--- src/rtl/hls_ap_ctrl_driver.sv ---
// hls_ap_ctrl_driver
// Initiator side of the ap_ctrl_hs block-level handshake for the generated macc kernels.
// Takes one job at a time from the host request port and pulses kern_ap_start until the
// kernel acknowledges it. While the job runs it captures the kernel's vld-qualified outputs,
// and it returns them with status on the response port.
// A watchdog aborts a kernel that never signals ap_done. It then pulses kern_ap_rst and
// reports a timeout.
//
// Ports
//   ap_clk, ap_rst_n         clock, synchronous active-low reset
//   req_valid/req_ready      host job request; req_out30_init seeds the out30 in/out operand
//   rsp_valid/rsp_ready      response handshake
//   rsp_out13/30/31          captured kernel outputs (rsp_out30 defaults to the seed)
//   rsp_vld_mask             bit0 out13, bit1 out30, bit2 out31 seen this job
//   rsp_timeout              job aborted by the watchdog
//   rsp_latency              ap_start rise to ap_done in cycles, saturating
//   jobs_done                completed (non-timeout) jobs, wraps
//   kern_*                   ap_ctrl_hs kernel interface and data
// All outputs are registered.
module hls_ap_ctrl_driver #(
  parameter int unsigned DW             = 32,
  parameter int unsigned TIMEOUT_CYCLES = 1024,
  parameter int unsigned RST_CYCLES     = 4,
  parameter int unsigned LAT_W          = 16
) (
  input  logic             ap_clk,
  input  logic             ap_rst_n,
  input  logic             req_valid,
  output logic             req_ready,
  input  logic [DW-1:0]    req_out30_init,
  output logic             rsp_valid,
  input  logic             rsp_ready,
  output logic [DW-1:0]    rsp_out13,
  output logic [DW-1:0]    rsp_out30,
  output logic [DW-1:0]    rsp_out31,
  output logic [2:0]       rsp_vld_mask,
  output logic             rsp_timeout,
  output logic [LAT_W-1:0] rsp_latency,
  output logic [15:0]      jobs_done,
  output logic             kern_ap_start,
  output logic             kern_ap_rst,
  input  logic             kern_ap_done,
  input  logic             kern_ap_idle,
  input  logic             kern_ap_ready,
  input  logic [DW-1:0]    kern_out13,
  input  logic             kern_out13_vld,
  output logic [DW-1:0]    kern_out30_i,
  input  logic [DW-1:0]    kern_out30_o,
  input  logic             kern_out30_vld,
  input  logic [DW-1:0]    kern_out31,
  input  logic             kern_out31_vld
);

  typedef enum logic [2:0] {StIdle, StRun, StWait, StKrst, StResp} state_e;

  // The watchdog fires on the edge where the count would reach TIMEOUT_CYCLES.
  localparam logic [15:0]      TmoLast = 16'(TIMEOUT_CYCLES - 1);
  localparam logic [7:0]       RstLast = 8'(RST_CYCLES - 1);
  localparam logic [LAT_W-1:0] LatMax  = '1;
  localparam logic [LAT_W-1:0] LatOne  = LAT_W'(1);

  state_e           state_q, state_d;
  logic             req_ready_q, req_ready_d;
  logic             rsp_valid_q, rsp_valid_d;
  logic [DW-1:0]    out13_q, out13_d;
  logic [DW-1:0]    out30_q, out30_d;
  logic [DW-1:0]    out31_q, out31_d;
  logic [2:0]       mask_q, mask_d;
  logic             timeout_q, timeout_d;
  logic [LAT_W-1:0] rsp_lat_q, rsp_lat_d;
  logic [15:0]      jobs_q, jobs_d;
  logic             start_q, start_d;
  logic             krst_q, krst_d;
  logic [DW-1:0]    out30_i_q, out30_i_d;
  logic [LAT_W-1:0] lat_q, lat_d;
  logic [15:0]      tmo_q, tmo_d;
  logic [7:0]       rst_cnt_q, rst_cnt_d;
  logic [LAT_W-1:0] lat_inc;

  // ap_idle is informational only; the handshake relies on ap_ready/ap_done.
  logic unused_idle;
  assign unused_idle = kern_ap_idle;

  always_comb begin
    state_d   = state_q;
    rsp_valid_d = rsp_valid_q;
    out13_d   = out13_q;
    out30_d   = out30_q;
    out31_d   = out31_q;
    mask_d    = mask_q;
    timeout_d = timeout_q;
    rsp_lat_d = rsp_lat_q;
    jobs_d    = jobs_q;
    start_d   = start_q;
    krst_d    = krst_q;
    out30_i_d = out30_i_q;
    lat_d     = lat_q;
    tmo_d     = tmo_q;
    rst_cnt_d = rst_cnt_q;
    lat_inc   = (lat_q == LatMax) ? lat_q : lat_q + LatOne;

    unique case (state_q)
      StIdle: begin
        if (req_valid && req_ready_q) begin
          out30_i_d = req_out30_init;
          out30_d   = req_out30_init;
          mask_d    = 3'b000;
          lat_d     = '0;
          tmo_d     = '0;
          start_d   = 1'b1;
          state_d   = StRun;
        end
      end

      StRun, StWait: begin
        lat_d = lat_inc;
        tmo_d = tmo_q + 16'd1;
        if (kern_out13_vld) begin
          out13_d   = kern_out13;
          mask_d[0] = 1'b1;
        end
        if (kern_out30_vld) begin
          out30_d   = kern_out30_o;
          mask_d[1] = 1'b1;
        end
        if (kern_out31_vld) begin
          out31_d   = kern_out31;
          mask_d[2] = 1'b1;
        end
        // Priority: completion beats the watchdog, which beats a bare ap_ready.
        if (kern_ap_done) begin
          start_d     = 1'b0;
          rsp_lat_d   = lat_inc;
          jobs_d      = jobs_q + 16'd1;
          rsp_valid_d = 1'b1;
          state_d     = StResp;
        end else if (tmo_q == TmoLast) begin
          start_d   = 1'b0;
          timeout_d = 1'b1;
          rsp_lat_d = lat_inc;
          krst_d    = 1'b1;
          rst_cnt_d = '0;
          state_d   = StKrst;
        end else if (state_q == StRun && kern_ap_ready) begin
          start_d = 1'b0;
          state_d = StWait;
        end
      end

      StKrst: begin
        rst_cnt_d = rst_cnt_q + 8'd1;
        if (rst_cnt_q == RstLast) begin
          krst_d      = 1'b0;
          rsp_valid_d = 1'b1;
          state_d     = StResp;
        end
      end

      StResp: begin
        if (rsp_ready) begin
          rsp_valid_d = 1'b0;
          timeout_d   = 1'b0;
          state_d     = StIdle;
        end
      end

      default: state_d = StIdle;
    endcase

    req_ready_d = (state_d == StIdle);
  end

  always_ff @(posedge ap_clk) begin
    if (!ap_rst_n) begin
      state_q     <= StIdle;
      req_ready_q <= 1'b0;
      rsp_valid_q <= 1'b0;
      out13_q     <= '0;
      out30_q     <= '0;
      out31_q     <= '0;
      mask_q      <= '0;
      timeout_q   <= 1'b0;
      rsp_lat_q   <= '0;
      jobs_q      <= '0;
      start_q     <= 1'b0;
      krst_q      <= 1'b0;
      out30_i_q   <= '0;
      lat_q       <= '0;
      tmo_q       <= '0;
      rst_cnt_q   <= '0;
    end else begin
      state_q     <= state_d;
      req_ready_q <= req_ready_d;
      rsp_valid_q <= rsp_valid_d;
      out13_q     <= out13_d;
      out30_q     <= out30_d;
      out31_q     <= out31_d;
      mask_q      <= mask_d;
      timeout_q   <= timeout_d;
      rsp_lat_q   <= rsp_lat_d;
      jobs_q      <= jobs_d;
      start_q     <= start_d;
      krst_q      <= krst_d;
      out30_i_q   <= out30_i_d;
      lat_q       <= lat_d;
      tmo_q       <= tmo_d;
      rst_cnt_q   <= rst_cnt_d;
    end
  end

  assign req_ready     = req_ready_q;
  assign rsp_valid     = rsp_valid_q;
  assign rsp_out13     = out13_q;
  assign rsp_out30     = out30_q;
  assign rsp_out31     = out31_q;
  assign rsp_vld_mask  = mask_q;
  assign rsp_timeout   = timeout_q;
  assign rsp_latency   = rsp_lat_q;
  assign jobs_done     = jobs_q;
  assign kern_ap_start = start_q;
  assign kern_ap_rst   = krst_q;
  assign kern_out30_i  = out30_i_q;

endmodule

--- config.mk ---
export PLATFORM = sky130hd
export DESIGN_NAME = hls_ap_ctrl_driver
export DESIGN_NICKNAME = d
export VERILOG_FILES = /design/src/rtl/hls_ap_ctrl_driver.sv
export SDC_FILE = /design/constraint.sdc
export NUM_CORES = 1
export LEC_CHECK = 0
export ABC_AREA = 1
export ABC_CLOCK_PERIOD_IN_PS = 3800
export BUFFER_PORTS_ARGS = -buffer_cell sky130_fd_sc_hd__buf_2
export CORE_UTILIZATION = 50
export DETAILED_ROUTE_END_ITERATION = 16
export PLACE_DENSITY = 0.81
export SLEW_MARGIN = 0
export SYNTH_ARGS = -nofsm -noshare
export SYNTH_HDL_FRONTEND = slang
export SYNTH_SLANG_ARGS = --single-unit
export TNS_END_PERCENT = 100
--- constraint.sdc ---
create_clock -name ap_clk -period 3.8 [get_ports ap_clk]
set_input_delay 0.38 -clock ap_clk [delete_from_list [all_inputs] [get_ports ap_clk]]
set_output_delay 0.38 -clock ap_clk [all_outputs]
set_load 0.1 [all_outputs]
## Word level (Yosys, flattened, before mapping)

Index checks and enable logic that the tools add are counted.

- Flip-flop bits (word level): 211
- Latch bits: 0
- RAM bits: 0
- Bits in read-only memories: 0
- Bits of input ports: 138
- Output and inout port bits: 168
- Logic and storage cells: 101
- Memories kept: 0

- $add $sub $neg: 4
- Multiply operators: 0
- Divide/modulo/power cells: 0
- $lt $le $gt $ge: 0
- Equality and inequality tests: 17
- Shift operators: 0
- Muxes and demuxes: 38
- Bitwise gates (word level): 0
- Reduce and logical (&&, ||, !) cells: 24

Operators by type and width:

| kind | count |
|---|---|
| 2-to-1 mux 16 bit | 4 |
| 2-to-1 mux 32 bit | 2 |
| one-hot mux 16 bit (2 select lines) | 2 |
| one-hot mux 32 bit (2 select lines) | 1 |
| adder 16 x 1 -> 16 bit, second input constant | 3 |
| 2-to-1 mux 3 bit | 7 |
| inequality test 2 bit, second input constant | 9 |
| equality test 16 x 10 -> 1 bit, second input constant | 1 |
| equality test 16 bit, second input constant | 1 |
| 2-to-1 mux 8 bit | 2 |
| one-hot mux 8 bit (2 select lines) | 1 |
| AND reduction 3 bit | 5 |
| 2-to-1 mux 1 bit | 13 |
| one-hot mux 3 bit (4 select lines) | 1 |
| AND reduction 2 bit | 6 |
| AND reduction 4 bit | 3 |
| adder 8 x 1 -> 8 bit, second input constant | 1 |
| equality test 8 x 2 -> 1 bit, second input constant | 1 |
| nonzero test 2 bit | 4 |
| equality test 3 x 2 -> 1 bit, second input constant | 2 |
| logical NOT 3 bit | 2 |
| one-hot mux 1 bit (2 select lines) | 3 |
| one-hot mux 3 bit (2 select lines) | 1 |
| inequality test 4 bit, second input constant | 1 |
| other kinds (6) | 7 |

## Longest topological paths before layout

Gate-level depths: netlist of run 1.

- Depth in word-level cells: 7
- Depth in mapped cells: 11

## Worst setup path before layout of run 1

No wires, ideal clock.

- Kind: reg-to-reg
- From: reg req_ready_q, in the netlist req_ready
- To: reg out30_i_q[10], in the netlist kern_out30_i[10]
- Library setup time: 0.070 ns
- Data arrival time: 2.026 ns
- Required time: 3.730 ns
- Slack: 1.704 ns
- Stages on the path, launching flop included: 10
- Buffers on the path: 1
- Clock period less this slack: 2.096 ns
- Path through: dfxtp_1 > nand2_1 > nand2_2 > nand3_4 > nor2_4 > nand2_2 > inv_2 > buf_4 > nand2_1 > a21oi_1

- Cells in the longest elaborated chain, start to end: 2

RTL lines:

| what | RTL line | text |
|---|---|---|
| from (decl) | 63 | `logic req_ready_q, req_ready_d;` |
| from (signal assigned) | 193 | `req_ready_q <= req_ready_d;` |
| logical AND 1 bit | 104 | `if (req_valid && req_ready_q) begin` |
| AND reduction 2 bit (no source line) | -- |  |
| to (signal assigned) | 204 | `out30_i_q <= out30_i_d;` |
| to (decl) | 74 | `logic [DW-1:0] out30_i_q, out30_i_d;` |

No other way between the ends.
A chain may end at the register's enable or synchronous reset.

## Worst setup path after layout of run 1

- From: reg state_q[0]
- To: reg req_ready_q, in the netlist req_ready

- Cells in the longest elaborated chain, start to end: 7

RTL lines:

| what | RTL line | text |
|---|---|---|
| from (decl) | 62 | `state_e state_q, state_d;` |
| from (signal assigned) | 175 | `state_q <= StIdle;` |
| from (signal assigned) | 192 | `state_q <= state_d;` |
| equality test 3 x 1 -> 1 bit | 102, 144 |  |
| logical AND 1 bit | 144 | `end else if (state_q == StRun && kern_ap_ready) begin` |
| 2-to-1 mux 3 bit | 144 |  |
| 2-to-1 mux 3 bit | 137 | `end else if (tmo_q == TmoLast) begin` |
| 2-to-1 mux 3 bit | 131 | `if (kern_ap_done) begin` |
| one-hot mux 3 bit (4 select lines) (*) | 102 | `unique case (state_q)` |
| logical NOT 3 bit (*) | 170 | `req_ready_d = (state_d == StIdle);` |

Mark *: on every way between the ends. The rest lies on a longest branch, timed or not.

==> results of run 1 <==
## sequential cells by signal (all words and copies together), names as in the netlist
signal,cells
rst_cnt_q,8
req_ready,1
state_q,3
rsp_timeout,1
rsp_out13,32
jobs_done,16
tmo_q,16
lat_q,16
rsp_vld_mask,3
kern_out30_i,32
rsp_latency,16
rsp_out30,32
kern_ap_rst,1
kern_ap_start,1
rsp_out31,32
rsp_valid,1
## worst reg2reg max path: cells and delay by family (launching register included)
family | cells | cell delay (ns)
buf+inv | 3 | 1.06
flops | 1 | 0.36
simple gates | 7 | 1.31
## through the flow
stage	hold slack (ns)	total power, mW	cells	util [%]	setup WS (ns)
after floorplan	0.450	3.98	1292	-	1.70
after global placement	0.435	4.31	1759	60.7	1.06
after detailed placement	0.445	4.32	1759	60.7	1.00
after CTS	0.103	6.68	1799	65.2	0.989
after global routing	0.113	6.88	1800	65.2	0.804
final	0.116	6.66	1800	65.2	1.01
## cell type report
| class | count | area (sq um) | share of cell area, % |
|---|---|---|---|
| tap | 225 | 282 | 2.46 |
| inverter | 70 | 270 | 2.36 |
| multi-input combinational | 942 | 4280 | 37.4 |
| timing repair buffer | 311 | 1590 | 13.9 |
| clock buffer | 31 | 646 | 5.65 |
| sequential | 211 | 4220 | 36.9 |
| antenna | 1 | 2.50 | 0.0219 |
| clock inverter | 9 | 149 | 1.30 |
## logic make-up (layout without fill, tap and decap cells)
kind of cell    after synthesis  after routing
simple gates                675            675
compound gates              255            255
flops                       211            211
buf+inv                     139            421
xor+xnor                      8              8
fa+ha+maj                     4              4
other cells                   0              1
## cells in the final DEF (no fill, tap or decap), types with 6 or more instances in the layout
master and instances:
nand2_1 362, buf_2 304, dfxtp_1 211, a21oi_1 193, nor2_1 143, nand3_1 113
inv_1 62, o21ai_1 34, clkbuf_16 23, o21ai_0 20, nand4_1 17, nor3_1 16
or2_2 6, inv_2 6, nand2_2 6, xor2_1 6, buf_4 6
## power by group through the flow
stage,combinational (mW),clock (mW),sequential [mW]
global route,1.94,2.49,2.45
global placement,1.83,0,2.47
detailed placement,1.84,0,2.48
CTS,1.85,2.40,2.43
finish,1.85,2.37,2.43
floorplan,0.511,0,3.46
## metal layers
layer	vias up	wire, um
li1	4744	-
met1	4374	10800
met2	341	13200
met3	75	2080
met4	0	1190
met5	-	0
## worst min-delay path by stage
stage	to	slack (ns)	cells past startpoint
final	kern_out30_i[19]	0.12	3
after global routing	kern_out30_i[19]	0.11	3
after CTS	kern_out30_i[19]	0.10	3
after detailed placement	rsp_vld_mask[0]	0.44	2
after global placement	rsp_vld_mask[0]	0.43	2
after floorplan	tmo_q[0]	0.45	1
==> impl_results.md, run 1 <==
- Status: finished clean
- Worst Max-Slew Pin Slew: 1.07 ns
- Post-CTS setup buffer count: 0
- Number of routed nets with antenna violations: 0
- Worst min-delay path class: in2reg
- Die Ht: 137 um
- Critical Path Max Stage Delay: 0.47 ns
- Post-CTS Hold Buffers: 0
- Largest area contributor in the netlist: dfxtp_1
- Total stage count of the critical path: 10
- Worst Setup SP: state_q[0]
- Peak Freq: 0.358 GHz
- I/O pins: 306
- RePlAce Congestion: 0.921
- Total negative slack: 0 ns
- Worst Skew: 0.0213 ns
- Mux contribution to synthesized area: 0%
- Most numerous cell in the Yosys netlist: nand2_1
- Later-pin clock latency in the skew report: 0.52 ns
- I/O Buffers: 304
- Final WL: 27.3 mm
- Register bit total from synthesis: 211
- Critical path type: reg2reg
- Slew HR: 28.9%
- DIE AREA: 18700 sq um
- Reg2reg start: state_q[0]
- Met3 GRT Util: 8.04%
- Row cnt: 48
- Mapped Area: 9070 sq um
- Gr usage total: 28.2%
- Synth area leaders: dfxtp_1, nand2_1, a21oi_1
- Met2 Track Usage GR: 47.5%
- Final Max Slew Viols: 0
- R2R cell count: 10
- Worst reg2reg setup slack: 1.01 ns
- Synth Area in Simple Gates: 31.4%
- H-Tree Depth: 1
- Crit path max-delay cell type: nor2_8
- Max clock buf depth: 3
- Largest family of logic cells by synthesized area: simple AND/OR/NAND/NOR gates
- Die Span X: 137 um
- DP HPWL: 18.5 mm
- Drt pass-1 iters: 5
- Largest net degree at the start of global routing: 116
- Switching Share: 38.0%
- Max-cap viol count: 0
- Fin crit period: 2.79 ns
- Worst path cell trace: nand2_2, nand2_4, nor2_8, inv_4, nand2_2, buf_4, inv_2, nor2_1, nand2_1, nor2_1
- M1 GR Usage: 33.1%
- Post-route DRC violation count: 0
- Synth Flop Type: dfxtp_1
- Synth cell count leaders: nand2_1, dfxtp_1, a21oi_1
- CP max FO: 37
- Routed vias/inst: 5.30
- Final setup violation count: 0
- Crit path buf inv count: 3
- Setup crit end kind: register
- Area Overhead vs Synth: 26.0%
- Filler cells: 1518
- Data arrival time of the worst path: 3.23 ns
- Inserted Clock Buffers: 23
- Post-CTS Resized: 0
- Layout cell share with drive strength beyond 1: 24.1%
- First-pass GRT wire length: 41.9 mm
- Flop pwr share: 36.6%
- Worst R2R End: req_ready
- Synth top area share: 46.5%
- Cell-internal power: 4.12 mW
- CTS tree: yes
- RSZ-0062 raised after global routing: false
- Nets: 1701
- Starting Density: 51.7%
- Ys async rst share: 0%
- Clk sinks: 211
- Grt ovf: 0
- Design Area, Final: 11400 sq um
- Worst IR drop on VDD: 0.460 mV
- Top delay family on crit path: simple AND/OR/NAND/NOR gates
- EDFF count, synth: 0
- Reg clk slew, reported paths: 0.06 ns
- Adder-cell share of the synthesized area: 0.551%
- Vias: 9534
- Vias in the first global route: 8435
- Clock share of power: 35.6%
- Min-Delay Startpoint: req_out30_init[19]
- Power Dens Cells: 582 nW/um^2
- Ys Warns: 0
- Mean post-synth cell area: 7.02 sq um
- Final hold vios: 0
- P_sw: 2.53 mW
- Sequential share of the synthesized area: 46.5%
- Startpoint Class: register
- Post-synthesis compound-gate area fraction: 14.4%
- Syn nets: 1434
- Worst EP required: 4.23 ns
- CP Capture Point: req_ready
- Combinational share of power: 27.8%
- Xor/xnor share of the synthesized area: 0.772%
- Yosys cell types: 35
- Global route hottest layer: met2
- Placed cell area: 10600 sq um
- Initial DRC count: 553
- Routed length per placed instance: 15.2 um
- Final period util: 73.5%
- Syn Inst Count: 1292
- Initial antenna violation count: 2
- Clk Tree Root Cell: clkbuf_16
- Core footprint: 17500 sq um
- Leakage power: 5.01 nW
Note: power is estimated with default switching activity, not from simulation.
==> run 2: changes to the inputs <==
- ABC_CLOCK_PERIOD_IN_PS: 3800 -> 2670
- clock period: 3.8 -> 2.67 ns (I/O delays scaled with it)
==> impl_results.md, run 2 (synthesized netlist as in run 1, its figures left out) <==
- H-Tree Depth: 1 (unchanged)
- Cell-internal power: 5.69 mW (was 4.12 mW)
- Startpoint Class: register (unchanged)
- Peak Freq: 0.457 GHz (was 0.358 GHz)
- Worst hold path depth: 3 (unchanged)
- Final hold vios: 0 (unchanged)
- RePlAce Congestion: 0.904 (was 0.921)
- Starting Density: 51.7% (unchanged)
- Slew HR: 57.2% (was 28.9%)
- Worst R2R End: tmo_q[8] (was req_ready)
- First-pass GRT wire length: 41.4 mm (was 41.9 mm)
- Final setup violation count: 0 (unchanged)
- Worst reg2reg setup slack: 0.48 ns (was 1.01 ns)
- Row cnt: 48 (unchanged)
- Inserted Clock Buffers: 23 (unchanged)
- Final period util: 81.9% (was 73.5%)
- Final WL: 26.9 mm (was 27.3 mm)
- Gr usage total: 27.7% (was 28.2%)
- Later-pin clock latency in the skew report: 0.51 ns (was 0.52 ns)
- Finished Layout Cells: 1808 (was 1800)
- Clk sinks: 211 (unchanged)
- I/O Buffers: 304 (unchanged)
- Routed vias/inst: 5.27 (was 5.30)
- DIE AREA: 18700 sq um (unchanged)
- Vias in the first global route: 8509 (was 8435)
- Min-Delay Startpoint: req_out30_init[10] (was req_out30_init[19])
- Initial antenna violation count: 3 (was 2)
- Leakage power: 5.03 nW (was 5.01 nW)
- Reg2reg start: state_q[0] (unchanged)
- Area Overhead vs Synth: 26.4% (was 26.0%)
- DP HPWL: 18.7 mm (was 18.5 mm)
- Placed cell area: 10700 sq um (was 10600 sq um)
- CP max FO: 35 (was 37)
- Worst Max-Slew Pin Slew: 0.642 ns (was 1.07 ns)
- Post-CTS setup buffer count: 0 (unchanged)
- Max-cap viol count: 0 (unchanged)
- Max clock buf depth: 3 (unchanged)
- R2R cell count: 10 (unchanged)
- Initial DRC count: 518 (was 553)
- Setup crit end kind: register (unchanged)
- Data arrival time of the worst path: 2.63 ns (was 3.23 ns)
- Flop pwr share: 37.4% (was 36.6%)
- Design Area, Final: 11500 sq um (was 11400 sq um)
- Core footprint: 17500 sq um (unchanged)
- Reg clk slew, reported paths: 0.06 ns (about the same)
- Power Dens Cells: 807 nW/um^2 (was 582 nW/um^2)
- Die Span X: 137 um (unchanged)
- Layout cell share with drive strength beyond 1: 24.5% (was 24.1%)
- I/O pins: 306 (unchanged)
- Worst IR drop on VDD: 0.653 mV (was 0.460 mV)
- Grt ovf: 0 (unchanged)
- RSZ-0062 raised after global routing: false (unchanged)
- Total negative slack: 0 ns (unchanged)
- Switching Share: 38.5% (was 38.0%)
- Post-Place Cells: 1766 (was 1759)
- Leading cell type in the layout, fill and taps excluded: nand2_1 (unchanged)
- Nets: 1708 (was 1701)
- Post-route DRC violation count: 0 (unchanged)
- Die Ht: 137 um (unchanged)
- Post-CTS Resized: 0 (unchanged)
- Worst min-delay path class: in2reg (unchanged)
- Worst Hold Slack: 0.0169 ns (was 0.116 ns)
- Worst EP required: 3.12 ns (was 4.23 ns)
- P_sw: 3.57 mW (was 2.53 mW)
- CTS tree: yes (unchanged)
- Routed length per placed instance: 14.9 um (was 15.2 um)
- Util after Layout: 65.4% (was 65.2%)
- Fin crit period: 2.19 ns (was 2.79 ns)
- Hold Crit Endpoint: kern_out30_i[10] (was kern_out30_i[19])
- Clock share of power: 33.8% (was 35.6%)
- Final Max Slew Viols: 0 (unchanged)
- Filler cells: 1568 (was 1518)
- Status: finished clean (unchanged)
- Most frequent cells in the layout: nand2_1, buf_2, dfxtp_1 (unchanged)
- Largest net degree at the start of global routing: 95 (was 116)
- Clk Tree Root Cell: clkbuf_16 (unchanged)
- Drt pass-1 iters: 5 (unchanged)
- Vias: 9536 (was 9534)
- Post-CTS Hold Buffers: 0 (unchanged)
- Combinational share of power: 28.8% (was 27.8%)
- Critical path type: reg2reg (unchanged)
- Number of routed nets with antenna violations: 0 (unchanged)
- Worst Skew: 0.00933 ns (was 0.0213 ns)
[run 2: final cells by class]
type	instances	area [sq um]	share of cell area [%]
Antenna cell	2	5.00	0.0436
Clock buffer	33	683	5.96
Clock inverter	7	66.3	0.578
Inverter	70	270	2.36
Multi-Input combinational cell	942	4280	37.3
Sequential cell	211	4220	36.8
Tap cell	225	282	2.45
Timing Repair Buffer	318	1660	14.5
[run 2: worst max-delay path by stage]
stage | startpoint | endpoint | slack [ns]
global route | state_q[1] | tmo_q[8] | 0.25
floorplan | req_ready | kern_out30_i[10] | 0.57
CTS | state_q[0] | tmo_q[8] | 0.47
detailed placement | state_q[0] | tmo_q[8] | 0.49
global placement | state_q[0] | tmo_q[8] | 0.50
finish | state_q[0] | tmo_q[8] | 0.48
[run 2: through the flow]
step / setup slack, ns / total power, mW
after floorplan: 0.574 / 5.66
after global placement: 0.498 / 6.16
after detailed placement: 0.486 / 6.19
after CTS: 0.473 / 9.32
after global routing: 0.255 / 9.59
final: 0.484 / 9.26
[run 2: worst max-delay path, cell delays in order (launching register included)]
cell	delay, ns
dfxtp_1	0.36
nand2_2	0.18
nand2_4	0.09
nor2_8	0.26
inv_4	0.23
nand2_2	0.14
buf_4	0.37
nand2_2	0.21
inv_2	0.14
nand2_1	0.05
a21oi_1	0.10
[run 2: power by group through the flow]
| stage | Sequential, mW | Combinational (mW) | Clock, mW |
|---|---|---|---|
| 6_report | 3.46 | 2.67 | 3.13 |
| 5_1_grt | 3.48 | 2.79 | 3.32 |
| 4_1_cts | 3.46 | 2.67 | 3.19 |
| 3_5_place_dp | 3.53 | 2.66 | 0 |
| 3_3_place_gp | 3.52 | 2.64 | 0 |
| 2_1_floorplan | 4.93 | 0.727 | 0 |
[run 2: metal layers]
layer / share of wire [%] / track usage, % / vias to the layer above
met4: 3.9 / 11.5 / 2
li1: - / - / 4776
met2: 49 / 47.3 / 316
met3: 6.5 / 6.96 / 82
met5: 0.048 / 0 / -
met1: 41 / 33.0 / 4360
==> run 3: changes to the inputs <==
- ABC_AREA: 1 -> 0
- ABC_CLOCK_PERIOD_IN_PS: 2670 -> 2090
- PLACE_DENSITY: 0.81 -> 0.82
- clock period: 2.67 -> 2.09 ns (I/O delays scaled with it)
==> impl_results.md, run 3 <==
- Inserted Clock Buffers: 23 (unchanged)
- DIE AREA: 17700 sq um (was 18700 sq um)
- Nets: 1679 (was 1708)
- Fin crit period: 1.99 ns (was 2.19 ns)
- CP max FO: 8 (was 35)
- Die Ht: 133 um (was 137 um)
- Ys async rst share: 0% (unchanged)
- Worst R2R End: rst_cnt_q[7] (was tmo_q[8])
- Initial antenna violation count: 1 (was 3)
- Startpoint Class: register (unchanged)
- Area Overhead vs Synth: 48.7% (was 26.4%)
- Mean post-synth cell area: 7.89 sq um (was 7.02 sq um)
- Final hold vios: 0 (unchanged)
- Die Span X: 133 um (was 137 um)
- Crit path max-delay cell type: or4_4 (was buf_4)
- R2R cell count: 6 (was 10)
- Routed length per placed instance: 19.1 um (was 14.9 um)
- Reg2reg start: tmo_q[10] (was state_q[0])
- Syn nets: 1233 (was 1434)
- Routed vias/inst: 5.76 (was 5.27)
- Peak Freq: 0.502 GHz (was 0.457 GHz)
- Design Area, Final: 12800 sq um (was 11500 sq um)
- Critical path type: reg2reg (unchanged)
- Number of routed nets with antenna violations: 0 (unchanged)
- Ys Warns: 0 (unchanged)
- Clk sinks: 211 (unchanged)
- Leading cell type in the layout, fill and taps excluded: nand2_1 (unchanged)
- Register bit total from synthesis: 211 (unchanged)
- Worst Setup SP: tmo_q[10] (was state_q[0])
- Worst Skew: 0.0351 ns (was 0.00933 ns)
- Post-route DRC violation count: 0 (unchanged)
- Final WL: 33.9 mm (was 26.9 mm)
- Synth area leaders: dfxtp_1, nand2_1, a21oi_1 (unchanged)
- Synth Flop Type: dfxtp_1 (unchanged)
- Initial DRC count: 882 (was 518)
- Final WS setup: 0.0986 ns (was 0.484 ns)
- Power Dens Cells: 959 nW/um^2 (was 807 nW/um^2)
- Vias: 10200 (was 9536)
- Worst Max-Slew Pin Slew: 0.648 ns (was 0.642 ns)
- Vias in the first global route: 10200 (was 8509)
- H-Tree Depth: 1 (unchanged)
- EDFF count, synth: 0 (unchanged)
- Worst reg2reg setup slack: 0.1 ns (was 0.48 ns)
- Worst hold path depth: 4 (was 3)
- I/O Buffers: 304 (unchanged)
- Core footprint: 16700 sq um (was 17500 sq um)
- First-pass GRT wire length: 52.9 mm (was 41.4 mm)
- Worst path cell trace: or4_4, nor4_4, buf_4, o2111ai_4, or4_1, a21oi_1 (was nand2_2, nand2_4, nor2_8, inv_4, nand2_2, buf_4, nand2_2, inv_2, nand2_1, a21oi_1)
- Final Max Slew Viols: 0 (unchanged)
- Worst Hold Slack: 0.0499 ns (was 0.0169 ns)
- Syn Inst Count: 1091 (was 1292)
- Largest net degree at the start of global routing: 82 (was 95)
- Most frequent cells in the layout: nand2_1, buf_2, dfxtp_1 (unchanged)
- Setup crit end kind: register (unchanged)
- Later-pin clock latency in the skew report: 0.52 ns (was 0.51 ns)
- Placement Setup Slack: -0.0173 ns (was 0.486 ns)
- DP HPWL: 18.4 mm (was 18.7 mm)
- CTS tree: yes (unchanged)
- Sequential share of the synthesized area: 49.1% (was 46.5%)
- Reg clk slew, reported paths: 0.06 ns (about the same)
- Synth cell count leaders: nand2_1, dfxtp_1, a21oi_1 (unchanged)
- Max clock buf depth: 3 (unchanged)
- Slew HR: 57.1% (was 57.2%)
- Finished Layout Cells: 1774 (was 1808)
- Post-Place Cells: 1598 (was 1766)
- Diode count: 0 (was 2)
- Worst min-delay path class: in2reg (unchanged)
- Most numerous cell in the Yosys netlist: nand2_1 (unchanged)
- Critical Path Max Stage Delay: 0.55 ns (was 0.37 ns)
- Largest area contributor in the netlist: dfxtp_1 (unchanged)
- Worst EP required: 2.51 ns (was 3.12 ns)
- Yosys cell types: 53 (was 35)
- I/O pins: 306 (unchanged)
- Mapped Area: 8600 sq um (was 9070 sq um)
- Starting Density: 51.5% (was 51.7%)
- Leakage power: 5.50 nW (was 5.03 nW)
- Final setup violation count: 0 (unchanged)
- Layout cell share with drive strength beyond 1: 28.1% (was 24.5%)
- Grt ovf: 0 (unchanged)
- Placed cell area: 10600 sq um (was 10700 sq um)
- Max-cap viol count: 0 (unchanged)
- CP Capture Point: rst_cnt_q[7] (was tmo_q[8])
- Status: finished clean (unchanged)
- Row cnt: 47 (was 48)
- Clk Tree Root Cell: clkbuf_16 (unchanged)
- Drt pass-1 iters: 5 (unchanged)
- Util after Layout: 76.6% (was 65.4%)
- Data arrival time of the worst path: 2.41 ns (was 2.63 ns)
- Final period util: 95.3% (was 81.9%)
- Worst IR drop on VDD: 0.963 mV (was 0.653 mV)
- RePlAce Congestion: 0.886 (was 0.904)
- Gr usage total: 37.6% (was 27.7%)
- Synth top area share: 49.1% (was 46.5%)
- RSZ-0062 raised after global routing: false (unchanged)
## run 3: changes by cell type after synthesis, sizes merged, moves of 8 or more
cell    previous run  this run
nand3            114        24
a21oi            195       133
nand2            369       307
inv               69        10
nor2             150        97
a311oi             0        37
clkbuf            35        65
buf               34        10
o21ai             54        33
xnor2              2        23
nor4               0         9
and2               0         8
or3                0         8
## run 3: kinds of logic after synthesis
logic type	synth area share, %
buffers and inverters	3.77
AO/OA/AOI/OAI	16.5
AND/OR/NAND/NOR	25.9
flip-flops	49.1
XOR/XNOR	3.36
multiplexers	0.698
adder cells (fa/ha/maj)	0.698
## run 3: layout make-up
cell class	count	area, sq um
Multi-Input combinational cell	795	4130
Clock buffer	30	622
Tap cell	220	275
Inverter	10	40.0
Timing Repair Buffer	496	3340
Fill cell	1095	3910
Clock inverter	12	144
Sequential cell	211	4240
## run 3: critical path, delay by kind of cell, from the launching register on
kind | cells | cell delay (ns)
simple gates | 3 | 1.11
compound gates | 2 | 0.33
flops | 1 | 0.31
buf+inv | 1 | 0.18
## run 3: report_power, final
part	switching (mW)	total [mW]	internal [mW]	leakage [nW]
registers	0.166	4.46	4.29	1.72
clock network	1.68	4.16	2.48	0.374
logic	2.88	3.66	0.779	3.41
## run 3: worst min-delay path by stage
stage | from | to | slack, ns
after global placement | rsp_out13[17] | rsp_out13[17] | 0.44
after CTS | rsp_ready | rsp_timeout | 0.03
after global routing | ap_rst_n | lat_q[0] | 0.07
final | rsp_ready | rsp_timeout | 0.05
after detailed placement | rsp_out31[10] | rsp_out31[10] | 0.44
after floorplan | kern_out13[15] | rsp_out13[15] | 0.35
## run 3: what timing repair did
item,4_1_cts,5_1_grt
gates resized for setup,1,17
endpoints found under the setup margin,3,33
buffers inserted,2,3
cloned,0,1
hold endpoints to repair,128,0
hold buffers,129,0
pin swaps,2,4
## run 3: metal layers
| metal | vias up | GRT usage (%) | part of all wire (%) |
|---|---|---|---|
| met2 | 682 | 61.3 | 46 |
| met4 | 0 | 26.9 | 8.3 |
| li1 | 4626 | - | - |
| met3 | 217 | 11.6 | 10 |
| met5 | - | 0 | 0 |
| met1 | 4689 | 41.7 | 36 |
## run 3: stage by stage
| stage | total power [mW] | setup TNS, ns |
|---|---|---|
| 4_1_cts | 12.1 | 0 |
| 5_1_grt | 12.6 | 0 |
| 3_5_place_dp | 7.83 | -0.0273 |
| 3_3_place_gp | 7.79 | 0 |
| 6_report | 12.3 | 0 |
| 2_1_floorplan | 7.10 | -0.00744 |
